===== config.mk =====
export PLATFORM = sky130hd
export DESIGN_NAME = rf_wport_sched
export DESIGN_NICKNAME = d
export VERILOG_FILES = /design/src/rtl/rf_wport_sched.sv
export SDC_FILE = /design/constraint.sdc
export NUM_CORES = 1
export LEC_CHECK = 0
export BUFFER_PORTS_ARGS = -buffer_cell sky130_fd_sc_hd__buf_2
export CORE_UTILIZATION = 35
export DETAILED_ROUTE_END_ITERATION = 8
export GPL_ROUTABILITY_DRIVEN = 0
export SETUP_SLACK_MARGIN = 0.1
export SKIP_CTS_REPAIR_TIMING = 1
export SKIP_LAST_GASP = 1
export SYNTH_ARGS = -nofsm -noshare
export SYNTH_HDL_FRONTEND = slang
export SYNTH_SLANG_ARGS = --single-unit

===== constraint.sdc =====
create_clock -name clk -period 2.3 [get_ports clk]
set_clock_uncertainty 0.05 [all_clocks]
set_input_delay 0.23 -clock clk [delete_from_list [all_inputs] [get_ports clk]]
set_output_delay 0.23 -clock clk [all_outputs]
set_load 0.005 [all_outputs]

===== src/rtl/rf_wport_sched.sv =====
// rf_wport_sched: arbitrates the single register-file write port between the
// in-order WB stage and an out-of-band long-latency unit (mul/div). Tracks
// registers with a pending long-latency result and stalls ID on RAW/WAW hits.
//
// Optional feature, macro RF_STARVE_GUARD_EN:
//   defined   - a long-latency result denied STARVE_MAX times in a row is
//               forced onto the port while the pipeline is frozen (wb_hold).
//   undefined - strict writeback priority; wb_hold is tied low and a result
//               may wait indefinitely under continuous writeback.
module rf_wport_sched #(
    parameter int MAX_OUT    = 4,
    parameter int STARVE_MAX = 4
) (
    input  logic        clk,
    input  logic        rst,
    input  logic        wb_we,
    input  logic [4:0]  wb_rd,
    input  logic [31:0] wb_data,
    output logic        wb_hold,
    input  logic        mc_valid,
    output logic        mc_ready,
    input  logic [4:0]  mc_rd,
    input  logic [31:0] mc_data,
    input  logic        issue_valid,
    input  logic [4:0]  issue_rd,
    output logic        issue_ready,
    input  logic [4:0]  id_rs1,
    input  logic [4:0]  id_rs2,
    input  logic [4:0]  id_rd,
    input  logic        id_use_rs1,
    input  logic        id_use_rs2,
    input  logic        id_we,
    output logic        stall_id,
    output logic        rf_we,
    output logic [4:0]  rf_wa,
    output logic [31:0] rf_wd
);

    // Reject configurations the 4-bit counters cannot represent.
    if (MAX_OUT < 1 || MAX_OUT > 15) begin : g_bad_max_out
        $error("rf_wport_sched: MAX_OUT must be in 1..15");
    end
    if (STARVE_MAX < 1 || STARVE_MAX > 15) begin : g_bad_starve_max
        $error("rf_wport_sched: STARVE_MAX must be in 1..15");
    end

    localparam logic [3:0] MAX_OUT_L = 4'(MAX_OUT);

`ifdef RF_STARVE_GUARD_EN
    localparam logic [3:0] STARVE_LIM = 4'(STARVE_MAX);

    typedef enum logic [1:0] {
        IDLE  = 2'd0,  // no denied long-latency result
        WAIT  = 2'd1,  // current result denied at least once
        FORCE = 2'd2   // result takes the port, pipeline frozen
    } state_t;

    logic [3:0] starve_cnt;
    logic [3:0] starve_next;
`else
    typedef enum logic {
        IDLE = 1'b0,   // no denied long-latency result
        WAIT = 1'b1    // current result denied at least once
    } state_t;
`endif

    state_t      state;
    state_t      state_next;
    logic [31:0] busy;
    logic [3:0]  outstanding;

    logic wb_req;
    logic mc_req;
    logic wb_grant;
    logic mc_grant;
    logic mc_hs;
    logic issue_hs;

    // Writes to x0 never compete for the port.
    assign wb_req   = wb_we & (wb_rd != 5'd0);
    assign mc_req   = mc_valid;
    assign mc_hs    = mc_grant;
    assign issue_hs = issue_valid & issue_ready;

    // Port grant and next-state / starvation bookkeeping.
    // NOTE: every output of an always_comb gets a default first so no path leaves it unassigned and infers a latch.
    always_comb begin
        state_next = state;
        wb_grant   = 1'b0;
        mc_grant   = 1'b0;
        wb_hold    = 1'b0;
`ifdef RF_STARVE_GUARD_EN
        starve_next = starve_cnt;
`endif
        if (!rst) begin
`ifdef RF_STARVE_GUARD_EN
            if (state == FORCE) begin
                mc_grant = mc_req;
                wb_hold  = 1'b1;
            end else begin
                wb_grant = wb_req;
                mc_grant = mc_req & ~wb_req;
            end
`else
            wb_grant = wb_req;
            mc_grant = mc_req & ~wb_req;
`endif
        end

        if (mc_grant) begin
            state_next = IDLE;
`ifdef RF_STARVE_GUARD_EN
            starve_next = 4'd0;
`endif
        end else if (mc_req) begin
            state_next = WAIT;
`ifdef RF_STARVE_GUARD_EN
            starve_next = starve_cnt + 4'd1;
            if (starve_next == STARVE_LIM) begin
                state_next = FORCE;
            end
`endif
        end
    end

    // Zero-latency write port driven straight from the grant.
    always_comb begin
        rf_we = 1'b0;
        rf_wa = 5'd0;
        rf_wd = 32'd0;
        if (mc_grant) begin
            rf_we = (mc_rd != 5'd0);
            rf_wa = mc_rd;
            rf_wd = mc_data;
        end else if (wb_grant) begin
            rf_we = 1'b1;
            rf_wa = wb_rd;
            rf_wd = wb_data;
        end
    end

    assign mc_ready    = mc_grant;
    assign issue_ready = (outstanding < MAX_OUT_L);

    // Registered busy is used on purpose: a register being written back this
    // cycle is not yet visible to the combinational RF read in ID.
    assign stall_id = (id_use_rs1 & busy[id_rs1])
                    | (id_use_rs2 & busy[id_rs2])
                    | (id_we      & busy[id_rd])
                    | wb_hold;

    // Arbiter state register.
    // NOTE: sequential state uses non-blocking assignments so every flop samples pre-edge values.
    always_ff @(posedge clk or posedge rst) begin
        if (rst) begin
            state <= IDLE;
        end else begin
            state <= state_next;
        end
    end

`ifdef RF_STARVE_GUARD_EN
    // Consecutive-denial counter for the pending long-latency result.
    always_ff @(posedge clk or posedge rst) begin
        if (rst) begin
            starve_cnt <= 4'd0;
        end else begin
            starve_cnt <= starve_next;
        end
    end
`endif

    // Busy scoreboard: clear on return, set on issue; x0 never busy.
    always_ff @(posedge clk or posedge rst) begin
        if (rst) begin
            busy <= 32'd0;
        end else begin
            if (mc_hs) begin
                busy[mc_rd] <= 1'b0;
            end
            // NOTE: the later non-blocking write wins, so a same-cycle issue overrides the return's clear.
            if (issue_hs && (issue_rd != 5'd0)) begin
                busy[issue_rd] <= 1'b1;
            end
            busy[0] <= 1'b0;
        end
    end

    // Outstanding long-latency ops; returns with nothing outstanding saturate at 0.
    always_ff @(posedge clk or posedge rst) begin
        if (rst) begin
            outstanding <= 4'd0;
        end else if (issue_hs && !mc_hs) begin
            outstanding <= outstanding + 4'd1;
        end else if (!issue_hs && mc_hs && (outstanding != 4'd0)) begin
            outstanding <= outstanding - 4'd1;
        end
    end

endmodule


==> results of run 1 <==
[state kept, by name, indices dropped and copies added, names as in the netlist]
signal       flops
busy            31
outstanding      4
[worst max path at each step]
| stage | start | endpoint | slack [ps] | cells after the start |
|---|---|---|---|---|
| floorplan | wb_rd[0] | outstanding[3] | 130 | 9 |
| global placement | wb_rd[0] | outstanding[3] | 40 | 10 |
| detailed placement | wb_rd[0] | outstanding[3] | -8 | 10 |
| CTS | busy[31] | stall_id | -170 | 5 |
| global route | busy[29] | stall_id | -180 | 6 |
| finish | busy[29] | stall_id | -140 | 6 |
[worst max-delay path: cells and delay by family (launching register included)]
kind	cells	cell delay, ps
compound gates	1	360
mux	2	770
flops	1	440
simple gates	2	170
buf+inv	1	130
[final cells by class]
type                            count  area (um^2)
Tap cell                          105          131
Fill cell                         814         4260
Sequential cell                    35          876
Clock inverter                      1         5.00
Clock buffer                        6         82.6
Inverter                            7         26.3
Timing Repair Buffer              163          885
Multi-Input combinational cell    259         2000
[layout by cell type, fill, tap and decap left out, types with 4 or more instances in the layout]
cell,Yosys,routed
inv_1,7,6
nand3_1,14,14
a22oi_1,4,4
nand2b_1,9,9
clkbuf_8,1,6
mux4_2,4,6
mux2_2,6,5
o21ai_0,49,49
mux4_4,4,4
nand2_1,15,15
a22o_1,38,38
nor3b_1,5,5
o31ai_1,12,12
mux2i_1,20,20
nor2_1,11,9
nand3b_1,5,5
buf_4,5,19
a21oi_1,10,9
dfrtp_1,35,35
nand4_1,6,6
nor2b_1,5,5
buf_2,3,142
[routing by layer]
metal  routed length [um]  part of all wire [%]  track usage, %
met5                    0                     0               0
met4                  153                   1.5            6.06
met3                  631                   6.1            2.90
met2                 4940                    48            37.4
met1                 4610                    45            32.0
[power groups by stage]
stage,Clock [uW],Combinational (uW),Sequential [uW]
6_report,446,1180,1130
5_1_grt,486,1310,1160
4_1_cts,451,1140,1120
3_5_place_dp,0,1130,1130
3_3_place_gp,0,1120,1120
2_1_floorplan,0,754,1010
[metrics by stage]
| stage | utilization [%] | std cells | cell area [um^2] | TNS (ps) | hold slack, ps |
|---|---|---|---|---|---|
| after floorplan | - | 320 | 3020 | 0 | 276 |
| after global placement | 47.0 | 566 | 3880 | 0 | 361 |
| after detailed placement | 47.0 | 566 | 3880 | -7.68 | 367 |
| after CTS | 48.1 | 573 | 3970 | -168 | 63.7 |
| after global routing | 48.5 | 576 | 4000 | -178 | 92.6 |
| final | 48.5 | 576 | 4000 | -139 | 37.3 |
[cell families after synthesis]
family                     count (synthesis)  share of synthesized area, %
DFF                                       35                          29.1
xor gates and xnor gates                   3                         0.873
muxes                                     37                          17.8
buffers and inverters                     26                          5.07
other                                      1                         0.125
and+or+nand+nor                           91                          17.5
AOI/OAI and AO/OA                        124                          28.0
adders and majority gates                  3                          1.50
==> impl_metrics.env, run 1 <==
export IMPL_die_w_um=94.8
export IMPL_grt_overflow=0
export IMPL_path_common_cell="nand4_1"
export IMPL_worst_slack_ps=-139
export IMPL_r2r_start="outstanding[2]"
export IMPL_syn_inst=320
export IMPL_synth_edf_count=0
export IMPL_synth_area_leaders="dfrtp_1 (29%), a22o_1 (11%), o21ai_0 (8.1%), mux2i_1 (6.6%), mux4_4 (3.3%)"
export IMPL_dr_pass1_iters=5
export IMPL_nets=576
export IMPL_insertion_delay_ps=280
export IMPL_run_status="finished with violations"
export IMPL_setup_viol=1
export IMPL_hp_class="primary input to asynchronous set/reset pin"
export IMPL_final_max_slew_viol_count=0
export IMPL_vias=3352
export IMPL_rsz0062_at_grt="yes"
export IMPL_report_final_hold_viol_count=0
export IMPL_row_count=33
export IMPL_antenna_found_initial=0
export IMPL_power_uw=2760
export IMPL_grt_pass1_wl_um=15800
export IMPL_drtIter0Drc=218
export IMPL_syn_mean_instance_area_um2=9.41
export IMPL_timing_fmax_mhz=410
export IMPL_crit_path_cell_trace="mux4_2 > mux2_4 > nand4_1 > nand4_1 > a2111o_1 > buf_2"
export IMPL_pwr_share_seq_pct=41.1
export IMPL_die_height_um=94.8
export IMPL_required_ps=2020
export IMPL_ys_warn_count=0
export IMPL_synth_cell_type_count=52
export IMPL_cts_buffers_inserted=5
export IMPL_grt_pass1_vias=3116
export IMPL_drive_gt1_share_pct=42.3
export IMPL_critPathMaxStageDelay_ps=490
export IMPL_cts_htree_levels=2
export IMPL_rr_endpoint="outstanding[3]"
export IMPL_n_antenna_cell=0
export IMPL_cts_tree="built"
export IMPL_power_leakage_uw=0.00193
export IMPL_routed_wl_um=10300
export IMPL_cts_buffer_depth=2
export IMPL_initial_core_util_pct=36.5
export IMPL_comb_power_share_pct=42.8
export IMPL_ir_drop_v=0.000369
export IMPL_grtUsageTotal_pct=22.9
export IMPL_reg2reg_depth=9
export IMPL_port_buffers=142
export IMPL_area_growth_pct=32.9
export IMPL_violations="setup timing"
export IMPL_grt_max_degree=39
export IMPL_p_sw_uw=1020
export IMPL_yosys_top_cells_count="o21ai_0 (49), a22o_1 (38), dfrtp_1 (35), mux2i_1 (20), nand2_1 (15)"
export IMPL_crit_type="flip-flop to output port"
export IMPL_layout_min_cycle_time_ps=2440
export IMPL_netlist_area_leader_share_pct=29.1
export IMPL_cts_root_buf="clkbuf_8"
export IMPL_drt_vias_per_instance=5.82
export IMPL_slowest_stage="mux4_2"
export IMPL_synth_most_common_cell="o21ai_0"
export IMPL_synth_area_um2=3010
export IMPL_core_area_um2=8260
export IMPL_powerDensity_nw_per_um2=689
export IMPL_synth_area_leader_cell="dfrtp_1"
export IMPL_critPathArrivalTime_ps=2160
export IMPL_yosys_register_bits=35
export IMPL_clk_pin_slew_ps=70
export IMPL_swShare_pct=37.1
export IMPL_max_cap_viol_count=0
export IMPL_cp_end_kind="output port"
export IMPL_drtAntennaViolNets=0
export IMPL_post_dp_hpwl_um=8330
export IMPL_drc=0
export IMPL_internal_power_uw=1730
export IMPL_fin_crit_sh_pct=106
export IMPL_synth_async_reset_ratio_pct=100
export IMPL_pre_cts_slack_ps=-7.68
export IMPL_dieArea_um2=8980
export IMPL_cp_start_kind="flip-flop"
export IMPL_path_max_fanout=4
export IMPL_power_share_clock_pct=16.2
export IMPL_clock_sinks=35
export IMPL_synth_top_flop_cell="dfrtp_1"
export IMPL_wl_per_cell_um=17.9
export IMPL_synth_fp_nets=425
export IMPL_top_level_ports=144
export IMPL_seq_area_frac_synth_pct=29.1
export IMPL_reg2reg_slack_ps=310
Power figures use the tool's default switching activity.
==> run 2: changes to the inputs <==
--- a/config.mk
+++ b/config.mk
@@ -9,9 +9,9 @@
 export CORE_UTILIZATION = 35
 export DETAILED_ROUTE_END_ITERATION = 8
 export GPL_ROUTABILITY_DRIVEN = 0
-export SETUP_SLACK_MARGIN = 0.1
 export SKIP_CTS_REPAIR_TIMING = 1
 export SKIP_LAST_GASP = 1
+export SLEW_MARGIN = 10
 export SYNTH_ARGS = -nofsm -noshare
 export SYNTH_HDL_FRONTEND = slang
 export SYNTH_SLANG_ARGS = --single-unit
==> impl_metrics.env, run 2 (same netlist as run 1, synthesis figures left out) <==
export IMPL_reg2reg_depth=9
export IMPL_insertion_delay_ps=290
export IMPL_die_w_um=94.8
export IMPL_power_leakage_uw=0.00196
export IMPL_dieArea_um2=8980
export IMPL_fin_crit_sh_pct=106
export IMPL_largest_reg_flops=31
export IMPL_port_buffers=142
export IMPL_dp_cells=567
export IMPL_grt_pass1_wl_um=15100
export IMPL_drt_vias_per_instance=5.73
export IMPL_drc=0
export IMPL_powerDensity_nw_per_um2=709
export IMPL_clk_pin_slew_ps=70
export IMPL_top_register="busy"
export IMPL_rsz0062_at_grt="yes"
export IMPL_drtIter0Drc=187
export IMPL_worst_slack_ps=-136
export IMPL_r2r_start="outstanding[2]"
export IMPL_cp_start_kind="flip-flop"
export IMPL_grt_max_degree=39
export IMPL_dr_pass1_iters=4
export IMPL_setup_tns_ps=-136
export IMPL_post_dp_hpwl_um=8210
export IMPL_largest_registers="busy: 31 flops, outstanding: 4 flops"
export IMPL_violations="setup timing"
export IMPL_clock_sinks=35
export IMPL_path_max_fanout=3
export IMPL_report_final_hold_viol_count=0
export IMPL_hp_class="primary input to asynchronous set/reset pin"
export IMPL_reg2reg_slack_ps=280
export IMPL_rr_endpoint="outstanding[3]"
export IMPL_cts_buffers_inserted=5
export IMPL_critPathArrivalTime_ps=2160
export IMPL_ir_drop_v=0.000355
export IMPL_run_status="finished with violations"
export IMPL_drive_gt1_share_pct=41.7
export IMPL_vias=3330
export IMPL_wl_per_cell_um=17.2
export IMPL_core_area_um2=8260
export IMPL_cts_htree_levels=2
export IMPL_layout_min_cycle_time_ps=2440
export IMPL_grt_overflow=0
export IMPL_crit_type="flip-flop to output port"
export IMPL_grtUsageTotal_pct=21.8
export IMPL_layout_commonest_cell="buf_2"
export IMPL_antenna_found_initial=1
export IMPL_cts_buffer_depth=2
export IMPL_initial_core_util_pct=36.5
export IMPL_area_growth_pct=34.1
export IMPL_top_level_ports=144
export IMPL_setup_viol=1
export IMPL_row_count=33
export IMPL_nets=579
export IMPL_final_max_slew_viol_count=0
export IMPL_routed_wl_um=10000
export IMPL_max_cap_viol_count=0
export IMPL_required_ps=2020
export IMPL_cts_tree="built"
export IMPL_grt_pass1_vias=3038
export IMPL_final_cells=581
export IMPL_drtAntennaViolNets=0
export IMPL_die_height_um=94.8
export IMPL_cp_end_kind="output port"
export IMPL_cts_root_buf="clkbuf_8"
export IMPL_final_cell_mix="buf_2 (142), o21ai_0 (49), a22o_1 (38), dfrtp_1 (35), buf_4 (23)"
export IMPL_timing_fmax_mhz=410
==> run 2: area by class of cell <==
type / instances / area [um^2]
Fill cell: 790 / 4220
Multi-Input combinational cell: 259 / 1980
Timing Repair Buffer: 166 / 903
Sequential cell: 35 / 876
Tap cell: 105 / 131
Clock buffer: 6 / 82.6
Clock inverter: 2 / 35.0
Inverter: 7 / 26.3
Antenna cell: 1 / 2.50
==> run 2: layer usage <==
metal / up-vias / wire length [um] / global-route usage [%]
li1: 1569 / - / -
met1: 1583 / 4380 / 29.5
met2: 156 / 4730 / 35.0
met3: 22 / 704 / 4.19
met4: 0 / 199 / 7.20
met5: - / 0 / 0
==> run 2: worst max-delay path by stage <==
stage	endpoint	depth (start not counted)	from	slack [ps]
6_report	stall_id	6	busy[28]	-140
5_1_grt	stall_id	6	busy[28]	-170
4_1_cts	stall_id	6	busy[26]	-180
3_5_place_dp	outstanding[3]	10	wb_rd[0]	50
3_3_place_gp	outstanding[3]	10	wb_rd[0]	80
2_1_floorplan	outstanding[3]	9	wb_rd[0]	100
==> run 2: critical path, cell delays in order, from the launching register on <==
cell      delay, ps
dfrtp_1         420
mux4_1          500
mux2_2          280
nand4_1          80
nand4_1         100
a2111o_1        360
buf_2           130
==> run 2: where the power goes <==
part	switching [uW]	internal, uW	total [uW]
sequential	264	846	1110
combinational	523	658	1180
clock	223	351	574
==> run 2: per-stage QoR <==
step           total power, uW  area [um^2]  hold slack [ps]  utilization (%)  setup slack (ps)
5_1_grt                   3070         4040             95.7             48.9              -174
6_report                  2860         4040             40.1             48.9              -136
4_1_cts                   2820         4000             59.0             48.5              -180
3_3_place_gp              2230         3880              361             47.0              78.6
3_5_place_dp              2250         3880              367             47.0              45.5
2_1_floorplan             1760         3010              276                -              95.8
